--- src/rtl/phat_xung_pkg.sv ---
// Shared mode codes, FSM state encoding and helpers for the phat_xung pulse-train generator.
package phat_xung_pkg;

    localparam logic [1:0] MODE_OFF   = 2'd0;
    localparam logic [1:0] MODE_CONT  = 2'd1;
    localparam logic [1:0] MODE_BURST = 2'd2;

    typedef enum logic [0:0] {
        ST_IDLE = 1'b0,
        ST_RUN  = 1'b1
    } state_e;

    // Reserved mode 3 behaves like MODE_OFF.
    function automatic logic mode_active(input logic [1:0] mode);
        return (mode == MODE_CONT) || (mode == MODE_BURST);
    endfunction

endpackage

--- src/rtl/phat_xung_if.sv ---
// Configuration/status bundle of phat_xung: settings and LOAD in, pulse train and strobes out.
interface phat_xung_if
    import phat_xung_pkg::*;
#(
    parameter int W  = 16,
    parameter int CW = 9
) ();
    logic [1:0]    mode;
    logic [W-1:0]  period;
    logic [W-1:0]  high;
    logic [CW-1:0] nburst;
    logic          load;
    logic          load_ack;
    logic          pulseout;
    logic          busy;
    logic          done;

    modport master (
        output mode, period, high, nburst, load,
        input  load_ack, pulseout, busy, done
    );

    modport slave (
        input  mode, period, high, nburst, load,
        output load_ack, pulseout, busy, done
    );
endinterface

--- src/rtl/phat_xung_shadow.sv ---
// Double-buffered settings: LOAD fills the pending set, a transfer window moves it to the active set.
module phat_xung_shadow
    import phat_xung_pkg::*;
#(
    parameter int W  = 16,
    parameter int CW = 9
) (
    input  logic          clk,
    input  logic          rst,
    input  logic          load_i,
    input  logic [W-1:0]  period_i,
    input  logic [W-1:0]  high_i,
    input  logic [CW-1:0] nburst_i,
    input  logic          xfer_ok_i,
    output logic          pend_v_o,
    output logic [W-1:0]  pend_per_o,
    output logic [W-1:0]  pend_high_o,
    output logic [W-1:0]  act_per_o,
    output logic [W-1:0]  act_high_o,
    output logic [CW-1:0] act_nb_o,
    output logic          xfer_o,
    output logic          xfer_q_o,
    output logic          load_ack_o
);
    logic          pend_v_q, pend_v_d;
    logic [W-1:0]  pend_per_q, pend_per_d, pend_high_q, pend_high_d;
    logic [CW-1:0] pend_nb_q, pend_nb_d;
    logic [W-1:0]  act_per_q, act_per_d, act_high_q, act_high_d;
    logic [CW-1:0] act_nb_q, act_nb_d;
    logic          xfer_s, xfer_q, ack_q;

    // Next-state of pending/active banks; a LOAD in the transfer cycle refills pending.
    always_comb begin
        xfer_s      = pend_v_q && xfer_ok_i;
        pend_v_d    = pend_v_q;
        pend_per_d  = pend_per_q;
        pend_high_d = pend_high_q;
        pend_nb_d   = pend_nb_q;
        act_per_d   = act_per_q;
        act_high_d  = act_high_q;
        act_nb_d    = act_nb_q;
        if (xfer_s) begin
            act_per_d  = pend_per_q;
            act_high_d = pend_high_q;
            act_nb_d   = pend_nb_q;
            pend_v_d   = 1'b0;
        end else begin
            pend_v_d   = pend_v_q;
        end
        if (load_i) begin
            pend_per_d  = period_i;
            pend_high_d = high_i;
            pend_nb_d   = nburst_i;
            pend_v_d    = 1'b1;
        end else begin
            pend_nb_d   = pend_nb_q;
        end
    end

    // Register banks; LOAD_ACK follows the transfer by one cycle.
    always_ff @(posedge clk) begin
        if (rst) begin
            pend_v_q    <= 1'b0;
            pend_per_q  <= {W{1'b0}};
            pend_high_q <= {W{1'b0}};
            pend_nb_q   <= {CW{1'b0}};
            act_per_q   <= {W{1'b0}};
            act_high_q  <= {W{1'b0}};
            act_nb_q    <= {CW{1'b0}};
            xfer_q      <= 1'b0;
            ack_q       <= 1'b0;
        end else begin
            pend_v_q    <= pend_v_d;
            pend_per_q  <= pend_per_d;
            pend_high_q <= pend_high_d;
            pend_nb_q   <= pend_nb_d;
            act_per_q   <= act_per_d;
            act_high_q  <= act_high_d;
            act_nb_q    <= act_nb_d;
            xfer_q      <= xfer_s;
            ack_q       <= xfer_q;
        end
    end

    assign pend_v_o    = pend_v_q;
    assign pend_per_o  = pend_per_q;
    assign pend_high_o = pend_high_q;
    assign act_per_o   = act_per_q;
    assign act_high_o  = act_high_q;
    assign act_nb_o    = act_nb_q;
    assign xfer_o      = xfer_s;
    assign xfer_q_o    = xfer_q;
    assign load_ack_o  = ack_q;
endmodule

--- src/rtl/phat_xung.sv ---
// Programmable pulse-train generator (continuous or burst) with boundary-aligned setting updates.
// Optional pulse counter output cnt is built when PULSE_CNT_EN is defined.
module phat_xung
    import phat_xung_pkg::*;
#(
    parameter int W  = 16,
    parameter int CW = 9
) (
    input  logic          clk,
    input  logic          rst,
    phat_xung_if.slave    bus
`ifdef PULSE_CNT_EN
    ,
    output logic [CW-1:0] cnt
`endif
);
    state_e        state_q, state_d;
    logic [W-1:0]  tcnt_q, tcnt_d;
    logic [CW-1:0] bcnt_q, bcnt_d;
    logic          burst_q, burst_d, fresh_q, fresh_d;
    logic          pulse_q, pulse_d, busy_q, done_q, done_d;
    logic          pend_v_s, xfer_s, xfer_q_s, ack_s, boundary_s, xfer_ok_s, burst_end_s;
    logic [W-1:0]  pend_per_s, pend_high_s, act_per_s, act_high_s, eff_high_s;
    logic [CW-1:0] act_nb_s;

    assign boundary_s = (state_q == ST_RUN) && (tcnt_q == act_per_s - W'(1));
    assign xfer_ok_s  = (state_q == ST_IDLE) || boundary_s;
    assign eff_high_s = xfer_s ? pend_high_s : act_high_s;

    phat_xung_shadow #(.W(W), .CW(CW)) u_shadow (
        .clk        (clk),
        .rst        (rst),
        .load_i     (bus.load),
        .period_i   (bus.period),
        .high_i     (bus.high),
        .nburst_i   (bus.nburst),
        .xfer_ok_i  (xfer_ok_s),
        .pend_v_o   (pend_v_s),
        .pend_per_o (pend_per_s),
        .pend_high_o(pend_high_s),
        .act_per_o  (act_per_s),
        .act_high_o (act_high_s),
        .act_nb_o   (act_nb_s),
        .xfer_o     (xfer_s),
        .xfer_q_o   (xfer_q_s),
        .load_ack_o (ack_s)
    );

    // FSM next state, period/burst counters and pulse level for the coming cycle.
    always_comb begin
        state_d     = state_q;
        tcnt_d      = tcnt_q;
        bcnt_d      = bcnt_q;
        burst_d     = burst_q;
        fresh_d     = fresh_q;
        done_d      = 1'b0;
        burst_end_s = burst_q && ((CW+1)'(bcnt_q) + (CW+1)'(1) >= (CW+1)'(act_nb_s));
        case (state_q)
            ST_IDLE: begin
                // Start only once no setting update is still in flight.
                if (mode_active(bus.mode) && (act_per_s >= W'(2)) && !pend_v_s && !xfer_q_s &&
                    ((bus.mode != MODE_BURST) || ((act_nb_s != {CW{1'b0}}) && fresh_q))) begin
                    state_d = ST_RUN;
                    tcnt_d  = {W{1'b0}};
                    bcnt_d  = {CW{1'b0}};
                    burst_d = (bus.mode == MODE_BURST);
                end else begin
                    state_d = ST_IDLE;
                end
            end
            ST_RUN: begin
                if (boundary_s) begin
                    tcnt_d = {W{1'b0}};
                    if (burst_end_s) begin
                        state_d = ST_IDLE;
                        done_d  = 1'b1;
                        fresh_d = 1'b0;
                    end else if (!mode_active(bus.mode) || (xfer_s && (pend_per_s < W'(2)))) begin
                        state_d = ST_IDLE;
                    end else begin
                        burst_d = (bus.mode == MODE_BURST);
                        bcnt_d  = (burst_q && (bus.mode == MODE_BURST)) ? bcnt_q + CW'(1) : {CW{1'b0}};
                    end
                end else begin
                    tcnt_d = tcnt_q + W'(1);
                end
            end
            default: begin
                state_d = ST_IDLE;
            end
        endcase
        if (xfer_s) begin
            fresh_d = 1'b1;
        end else begin
            fresh_d = fresh_d;
        end
        pulse_d = (state_d == ST_RUN) && (tcnt_d < eff_high_s);
    end

    // State and registered outputs.
    always_ff @(posedge clk) begin
        if (rst) begin
            state_q <= ST_IDLE;
            tcnt_q  <= {W{1'b0}};
            bcnt_q  <= {CW{1'b0}};
            burst_q <= 1'b0;
            fresh_q <= 1'b0;
            pulse_q <= 1'b0;
            busy_q  <= 1'b0;
            done_q  <= 1'b0;
        end else begin
            state_q <= state_d;
            tcnt_q  <= tcnt_d;
            bcnt_q  <= bcnt_d;
            burst_q <= burst_d;
            fresh_q <= fresh_d;
            pulse_q <= pulse_d;
            busy_q  <= (state_d == ST_RUN);
            done_q  <= done_d;
        end
    end

    assign bus.pulseout = pulse_q;
    assign bus.busy     = busy_q;
    assign bus.done     = done_q;
    assign bus.load_ack = ack_s;

`ifdef PULSE_CNT_EN
    logic [CW-1:0] cnt_q, cnt_d;
    logic          inc_s;

    // Period starts since LOAD_ACK; cleared as LOAD_ACK rises, saturating.
    always_comb begin
        inc_s = (state_q == ST_RUN) && (tcnt_q == {W{1'b0}});
        cnt_d = cnt_q;
        if (xfer_q_s) begin
            cnt_d = inc_s ? CW'(1) : {CW{1'b0}};
        end else if (inc_s && (cnt_q != {CW{1'b1}})) begin
            cnt_d = cnt_q + CW'(1);
        end else begin
            cnt_d = cnt_q;
        end
    end

    // Pulse counter register.
    always_ff @(posedge clk) begin
        if (rst) begin
            cnt_q <= {CW{1'b0}};
        end else begin
            cnt_q <= cnt_d;
        end
    end

    assign cnt = cnt_q;
`endif
endmodule

--- src/flat_wrapper.sv ---
// flat-port wrapper written by rule: the top's interface ports become plain ports
module phat_xung_flat import phat_xung_pkg::*;
#(
    parameter int W  = 16,
    parameter int CW = 9
)
  (clk, rst, bus_mode, bus_period, bus_high, bus_nburst, bus_load, bus_load_ack, bus_pulseout, bus_busy, bus_done);
  phat_xung_if #(.W(W), .CW(CW)) bus_i ();
  input  logic clk;
  input  logic rst;
  input wire logic [$bits(bus_i.mode)-1:0] bus_mode;
  input wire logic [$bits(bus_i.period)-1:0] bus_period;
  input wire logic [$bits(bus_i.high)-1:0] bus_high;
  input wire logic [$bits(bus_i.nburst)-1:0] bus_nburst;
  input wire logic [$bits(bus_i.load)-1:0] bus_load;
  output wire logic [$bits(bus_i.load_ack)-1:0] bus_load_ack;
  output wire logic [$bits(bus_i.pulseout)-1:0] bus_pulseout;
  output wire logic [$bits(bus_i.busy)-1:0] bus_busy;
  output wire logic [$bits(bus_i.done)-1:0] bus_done;
  assign bus_i.mode = bus_mode;
  assign bus_i.period = bus_period;
  assign bus_i.high = bus_high;
  assign bus_i.nburst = bus_nburst;
  assign bus_i.load = bus_load;
  assign bus_load_ack = bus_i.load_ack;
  assign bus_pulseout = bus_i.pulseout;
  assign bus_busy = bus_i.busy;
  assign bus_done = bus_i.done;
  phat_xung #(.W(W), .CW(CW)) u_core (.clk(clk), .rst(rst), .bus(bus_i));
endmodule
--- config.mk ---
export PLATFORM = sky130hd
export DESIGN_NAME = phat_xung_flat
export DESIGN_NICKNAME = d
export VERILOG_FILES = /design/src/rtl/phat_xung_pkg.sv /design/src/rtl/phat_xung_if.sv /design/src/rtl/phat_xung_shadow.sv /design/src/rtl/phat_xung.sv /design/src/flat_wrapper.sv
export SDC_FILE = /design/constraint.sdc
export NUM_CORES = 1
export LEC_CHECK = 0
export ABC_CLOCK_PERIOD_IN_PS = 13400
export BUFFER_PORTS_ARGS = -buffer_cell sky130_fd_sc_hd__buf_2
export CORE_AREA = 2 2 76 151
export CTS_CLUSTER_SIZE = 30
export DETAILED_ROUTE_END_ITERATION = 8
export DIE_AREA = 0 0 78 153
export PLACE_DENSITY_LB_ADDON = 0.1
export SETUP_SLACK_MARGIN = 0.3
export SLEW_MARGIN = 20
export SYNTH_ARGS = -nofsm -noshare
export SYNTH_HDL_FRONTEND = slang
export SYNTH_SLANG_ARGS = --single-unit
--- constraint.sdc ---
create_clock -name clk -period 13.4 [get_ports clk]
set_clock_uncertainty 0.05 [all_clocks]
set_input_delay 2.68 -clock clk [delete_from_list [all_inputs] [get_ports clk]]
set_output_delay 2.68 -clock clk [all_outputs]
set_load 0.05 [all_outputs]
# == Word level (Yosys, flattened, before mapping) ==
# Index checks and enable logic that the tools add are counted.
# classes
mux,27
shifts,0
n_addsub,4
div_mod_pow,0
order_cmp,4
reduce_logical,26
bitwise,2
multipliers,0
n_eq_ne,8
# op_table
op,n
16-bit 2-to-1 mux,3
9-bit 2-to-1 mux,5
16-bit one-hot mux with 2 select lines,1
9-bit one-hot mux with 2 select lines,1
"16-bit by 1-bit adder with 16-bit output, second input constant",1
16-bit == test,1
"16-bit by 2-bit >= comparator with 1-bit output, second input constant",1
16-bit < comparator,1
"16-bit by 2-bit < comparator with 1-bit output, second input constant",1
"16-bit by 1-bit subtractor with 16-bit output, second input constant",1
1-bit 2-to-1 mux,15
1-bit logical AND,11
"9-bit by 1-bit adder with 10-bit output, second input constant",1
10-bit by 9-bit >= comparator with 1-bit output,1
"2-bit inequality test, second input constant",5
"9-bit by 1-bit adder with 9-bit output, second input constant",1
9-bit nonzero test,1
2-bit nonzero test,4
1-bit logical OR,4
1-bit one-hot mux with 2 select lines,2
4-bit AND reduction,1
1-bit logical NOT,3
3-bit AND reduction,1
3-bit OR reduction,1
other kinds (3),4
# word_totals
out_inout_bits,4
memories,0
ram_bits,0
latch_bits,0
rom_bits,0
register_bits,115
inputBits,46

# == Depth between registers and ports, before layout ==
# logic_depth
word_depth,12
mapped_depth,19
mapped_depth_nobuf,17

# == Modules after synthesis ==
# From an unflattened synthesis, not the netlist that was laid out.
# unflattened
hier_cells,794
hier_area_um2,7030.5
# modules_own_cells
mod,cells_per_inst,area_each_um2,n_inst
phat_xung,466,3613.5,1
phat_xung_shadow,328,3417.0,1

# == Least setup slack after synthesis ==
# OpenSTA, ideal clock, no wires.
# synth_path
kind,input -> register
from,input port bus_mode[0]
to,"register u_core.pulse_q, in the netlist u_core.bus.pulseout"
cell_stages,15
required_time_ps,13263
arrival_time_ps,5292
setup_ps,87
setup_slack_ps,7971
path_buffers,1
path_cell_list,inv_1 -> ha_1 -> nor3_1 -> a31oi_1 -> clkbuf_1 -> a21oi_1 -> mux2i_1 -> ha_1 -> a21o_1 -> a21o_1 -> a221o_1 -> a21oi_1 -> o2111a_1 -> o21ai_0 -> o31ai_1
# synth_via
elab_chain_cells,10
elab_cells_between_ends,20
# synth_lines
item,line,text
"start, declared",flat_wrapper.sv:11,input wire logic [$bits(bus_i.mode)-1:0] bus_mode;
2-bit by 1-bit == test with 1-bit output / 2-bit == test (equally long branches),phat_xung_pkg.sv:15,return (mode == MODE_CONT) || (mode == MODE_BURST);
1-bit logical OR,phat_xung_pkg.sv:15,
1-bit logical AND (3 in a row),phat_xung.sv:61,if (mode_active(bus.mode) && (act_per_s >= W'(2)) && !pend_v_s && !xfer_q_s &&
1-bit logical AND *,phat_xung.sv:61,
16-bit 2-to-1 mux *,phat_xung.sv:61,
16-bit one-hot mux with 2 select lines *,phat_xung.sv:58,case (state_q)
via u_core.tcnt_d[5],phat_xung.sv:18,"logic [W-1:0] tcnt_q, tcnt_d;"
16-bit < comparator *,phat_xung.sv:97,pulse_d = (state_d == ST_RUN) && (tcnt_d < eff_high_s);
1-bit logical AND *,phat_xung.sv:97,
"end signal, assigned",phat_xung.sv:117,pulse_q <= pulse_d;
"end, declared",phat_xung.sv:21,"logic pulse_q, pulse_d, busy_q, done_q, done_d;"
# The timed path passes the listed nets; every way through them passes the cells marked *.
# A chain may end at the register's enable or synchronous reset.

# == Worst setup path after layout ==
# Same ends and word-level chain as after synthesis.

==> summary.txt <==
Run status
  • Status: completed

Clock network
  • Worst-Skew Late Latency: 0.42 ns
  • Hold Buf Count CTS: 0
  • Sink Count: 115
  • CTS tree: built
  • CTS buffer count: 17
  • Clock-pin slew on the worst setup and hold paths: 0.06 ns
  • CTS root buffer: clkbuf_16
  • # H-tree levels: 4
  • Setup Fix Bufs, Post-CTS: 0
  • Post-CTS Resized: 0
  • Max Buffers Root-to-Sink: 2

Drt
  • WL final: 17200 um
  • # DRC: 0
  • Vias per cell: approximately 6.2
  • Routed Antenna Nets: 0
  • Wire per inst: 18.6 um
  • Pre-Repair DR Iteration Count: 4
  • Initial DRC Count: 412
  • Via Count: 5758

Yosys
  • Post-synthesis cell area: 6370 um2
  • Top FF cell, synth: dfxtp_1
  • FF+latch count, synth: 115
  • Seq/Total Area, Yosys: 36.1%
  • Mean Syn Cell Area: 8.35 um2
  • Gate Count Post-Synth: about 760
  • Library cells used by synthesis: 61
  • Warning count from the yosys run: 0
  • EDFF count, synth: 0
  • Syn nets: 838
  • Async SR Flop Fraction: 0%

Critical path
  • Worst endpoint required time: 13.69 ns
  • Worst Path Buf+Inv: 2
  • Worst EP arrival: 5.71 ns
  • CP Class: in -> reg
  • CP Max Fanout: 7
  • Reg2reg start: u_core.u_shadow.act_per_o[4]
  • Crit-path max cell delay: 0.35 ns
  • Worst setup SP type: input pin
  • Crit path from: bus_mode[0]
  • Crit-path slowest cell: a221o_1
  • CP top delay family: compound AO/OA/AOI/OAI gates
  • CP Capture Type: register
  • Critical path, cell by cell: buf_2 -> inv_1 -> ha_1 -> nor3_1 -> a31oi_1 -> a21oi_1 -> mux2i_1 -> ha_1 -> a21o_1 -> a21o_1 -> a221o_1 -> a21oi_1 -> o2111a_1 -> o21ai_0 -> o31ai_1

Worst hold path
  • Worst Hold Class: reg -> reg
  • HP Start: u_core.u_shadow.xfer_q_o

Job
  • Max-cap viol count: 0

Global route
  • Gr busiest metal: met2
  • Total congestion overflow: 0
  • Number of global-route vias before repair: a little under 6000
  • Met2 usage: 56.6%
  • Total Routing Usage GR: 29.9%
  • Largest net degree at the start of global routing: 100
  • Initial antenna violation count: 0
  • Global-route wire length before repair: 28000 um
  • GR Util met3: 5.08%
  • GR Layer Usage met1: 28.7%

Placed design
  • DP Area: 6520 um2
  • Routability congestion estimate: 0.923
  • Port Buffer Count: 49
  • Dpl hpwl: between 10000 and 15000 um

Timing
  • # setup viols final: 0
  • Slew Viols, Final: 0
  • Post-Route Setup TNS: 0 ns
  • Final hold slack: ~0.41 ns
  • Final min period: approximately 5.4 ns
  • RSZ-0062 raised after global routing: false
  • Final hold violations: 0
  • Measured slew at the worst slew-check pin: 1.01 ns
  • Final period util: 40.5%
  • Slew HR: 32.8%
  • Fmax: 184 MHz

Cells and area
  • Fill cell count: 940
  • Final core utilization: 65.6%
  • Ant diodes: 0
  • Area growth from synthesis to layout: 11.4%
  • Layout cell share with drive strength beyond 1: between 10% and 20%
  • Fin area: 7100 um2
  • # nets final: 847

Power and ir drop
  • PwrDens: approximately 130 nW/um2
  • Maximum VDD drop: 0.000115 V
  • LEAKAGE: 2.81 nW

Die
  • Die Ht: 153 um
  • Die X: slightly below 80 um
  • Total core area: 10800 um2
  • Number of core rows: 54
  • Die area: 11900 um2
  • Io pins: 50
  • Starting density of the core: 58.9%
## final cells by class
cell class / instances / area (um2) / share of cell area, %
clock buffers: 18 / 429 / 6.05
clock inverters: 14 / 145 / 2.05
inverters: 19 / 71.3 / 1.01
multi-input cells: 563 / 3670 / 51.8
flip-flops and latches: 115 / 2300 / 32.4
well taps: 140 / 175 / 2.47
repair buffers: 56 / 300 / 4.23
## where the power goes
| part | internal, mW | total [mW] | switching (mW) |
|---|---|---|---|
| clock | 0.261 | 0.438 | 0.178 |
| combinational | 0.0472 | 0.128 | 0.0805 |
| sequential | 0.356 | 0.369 | 0.0131 |
## cell usage in the layout (no fill, tap or decap), drive strengths merged, types with 26 or more instances in the layout
cell,instances
a21oi,59
buf,56
dfxtp,115
ha,29
inv,26
mux2i,56
nand2,41
nand3,68
nor2,61
o21ai,56
## routing by layer
| layer | up-vias | wire length [um] | share of wire (%) |
|---|---|---|---|
| met4 | 0 | 1040 | 6.0 |
| li1 | 2779 | - | - |
| met3 | 69 | 629 | 3.6 |
| met1 | 2740 | 6030 | 35 |
| met2 | 170 | 9550 | 55 |
| met5 | - | 0 | 0 |
## registers in the layout, summed over array words and instances, names as in the netlist
signal,cells
u_core.tcnt_q,16
u_core.u_shadow.act_high_o,16
u_core.u_shadow.act_per_o,16
u_core.u_shadow.pend_high_o,16
u_core.u_shadow.pend_per_o,16
u_core.bcnt_q,9
u_core.u_shadow.act_nb_o,9
u_core.u_shadow.pend_nb_q,9
u_core.burst_q,1
u_core.bus.done,1
u_core.bus.pulseout,1
u_core.fresh_q,1
u_core.state_q,1
u_core.u_shadow.load_ack_o,1
u_core.u_shadow.pend_v_o,1
u_core.u_shadow.xfer_q_o,1
## path summary, 6_finish.rpt
kind / to / slack [ns] / cells after the start
worst min-delay path: u_core.u_shadow.load_ack_o / 0.41 / 1
worst max-delay path: u_core.bus.pulseout / 7.98 / 15
worst min register to register: u_core.u_shadow.load_ack_o / 0.41 / 1
worst max register to register: u_core.bus.pulseout / 8.01 / 16
## per-stage QoR
step | power [mW] | instances | setup slack (ns)
after floorplan | 0.474 | 763 | 7.97
after global placement | 0.499 | 893 | 7.78
after detailed placement | 0.503 | 893 | 7.62
after CTS | 0.939 | 925 | 8.05
after global routing | 0.967 | 925 | 7.70
final | 0.935 | 925 | 7.98
## cells by family (layout without fill, tap and decap cells)
kind of cell	count (synthesis)	in the layout	synth area share (%)
flops	115	115	36.1
xor+xnor	28	28	3.85
simple gates	262	262	21.0
buf+inv	85	107	6.38
compound gates	188	188	18.1
fa+ha+maj	29	29	5.70
mux	56	56	8.80
## Yosys cell counts (3+ instances only)
library cell | count | area [um2]
o21ai_0 | 52 | 260
nor4_1 | 9 | 56.3
a21oi_1 | 58 | 290
dfxtp_1 | 115 | 2300
and3_1 | 5 | 31.3
and2_1 | 22 | 138
nand2_1 | 41 | 154
nand3_1 | 67 | 335
o21ai_1 | 4 | 20.0
mux2i_1 | 56 | 561
buf_6 | 8 | 90.1
xor2_1 | 11 | 96.3
or3_1 | 4 | 25.0
xnor2_1 | 17 | 149
and4_1 | 3 | 26.3
o21a_1 | 5 | 37.5
inv_1 | 19 | 71.3
buf_2 | 7 | 35.0
a311oi_1 | 4 | 35.0
o31ai_1 | 4 | 30.0
buf_1 | 12 | 45.0
clkbuf_1 | 36 | 135
ha_1 | 29 | 363
a31oi_1 | 22 | 138
a211oi_1 | 4 | 30.0
nor2_1 | 61 | 229
or4_1 | 3 | 22.5
nor3_1 | 20 | 100
nand4_1 | 12 | 75.1
a21o_1 | 11 | 82.6
## worst reg2reg max path, cell delays in order, from the launching register on
cell and delay [ns]:
dfxtp_1 0.38, or4_1 0.71, nor3_1 0.37, mux2i_1 0.23
o21ai_1 0.19, a41oi_4 0.76, buf_4 0.55, o21ai_0 0.19
and2_1 0.19, ha_1 0.31, a21o_1 0.16, a21o_1 0.17
a221o_1 0.35, a21oi_1 0.15, o2111a_1 0.23, o21ai_0 0.09
o31ai_1 0.23
Note: power is estimated with default switching activity, not from simulation.
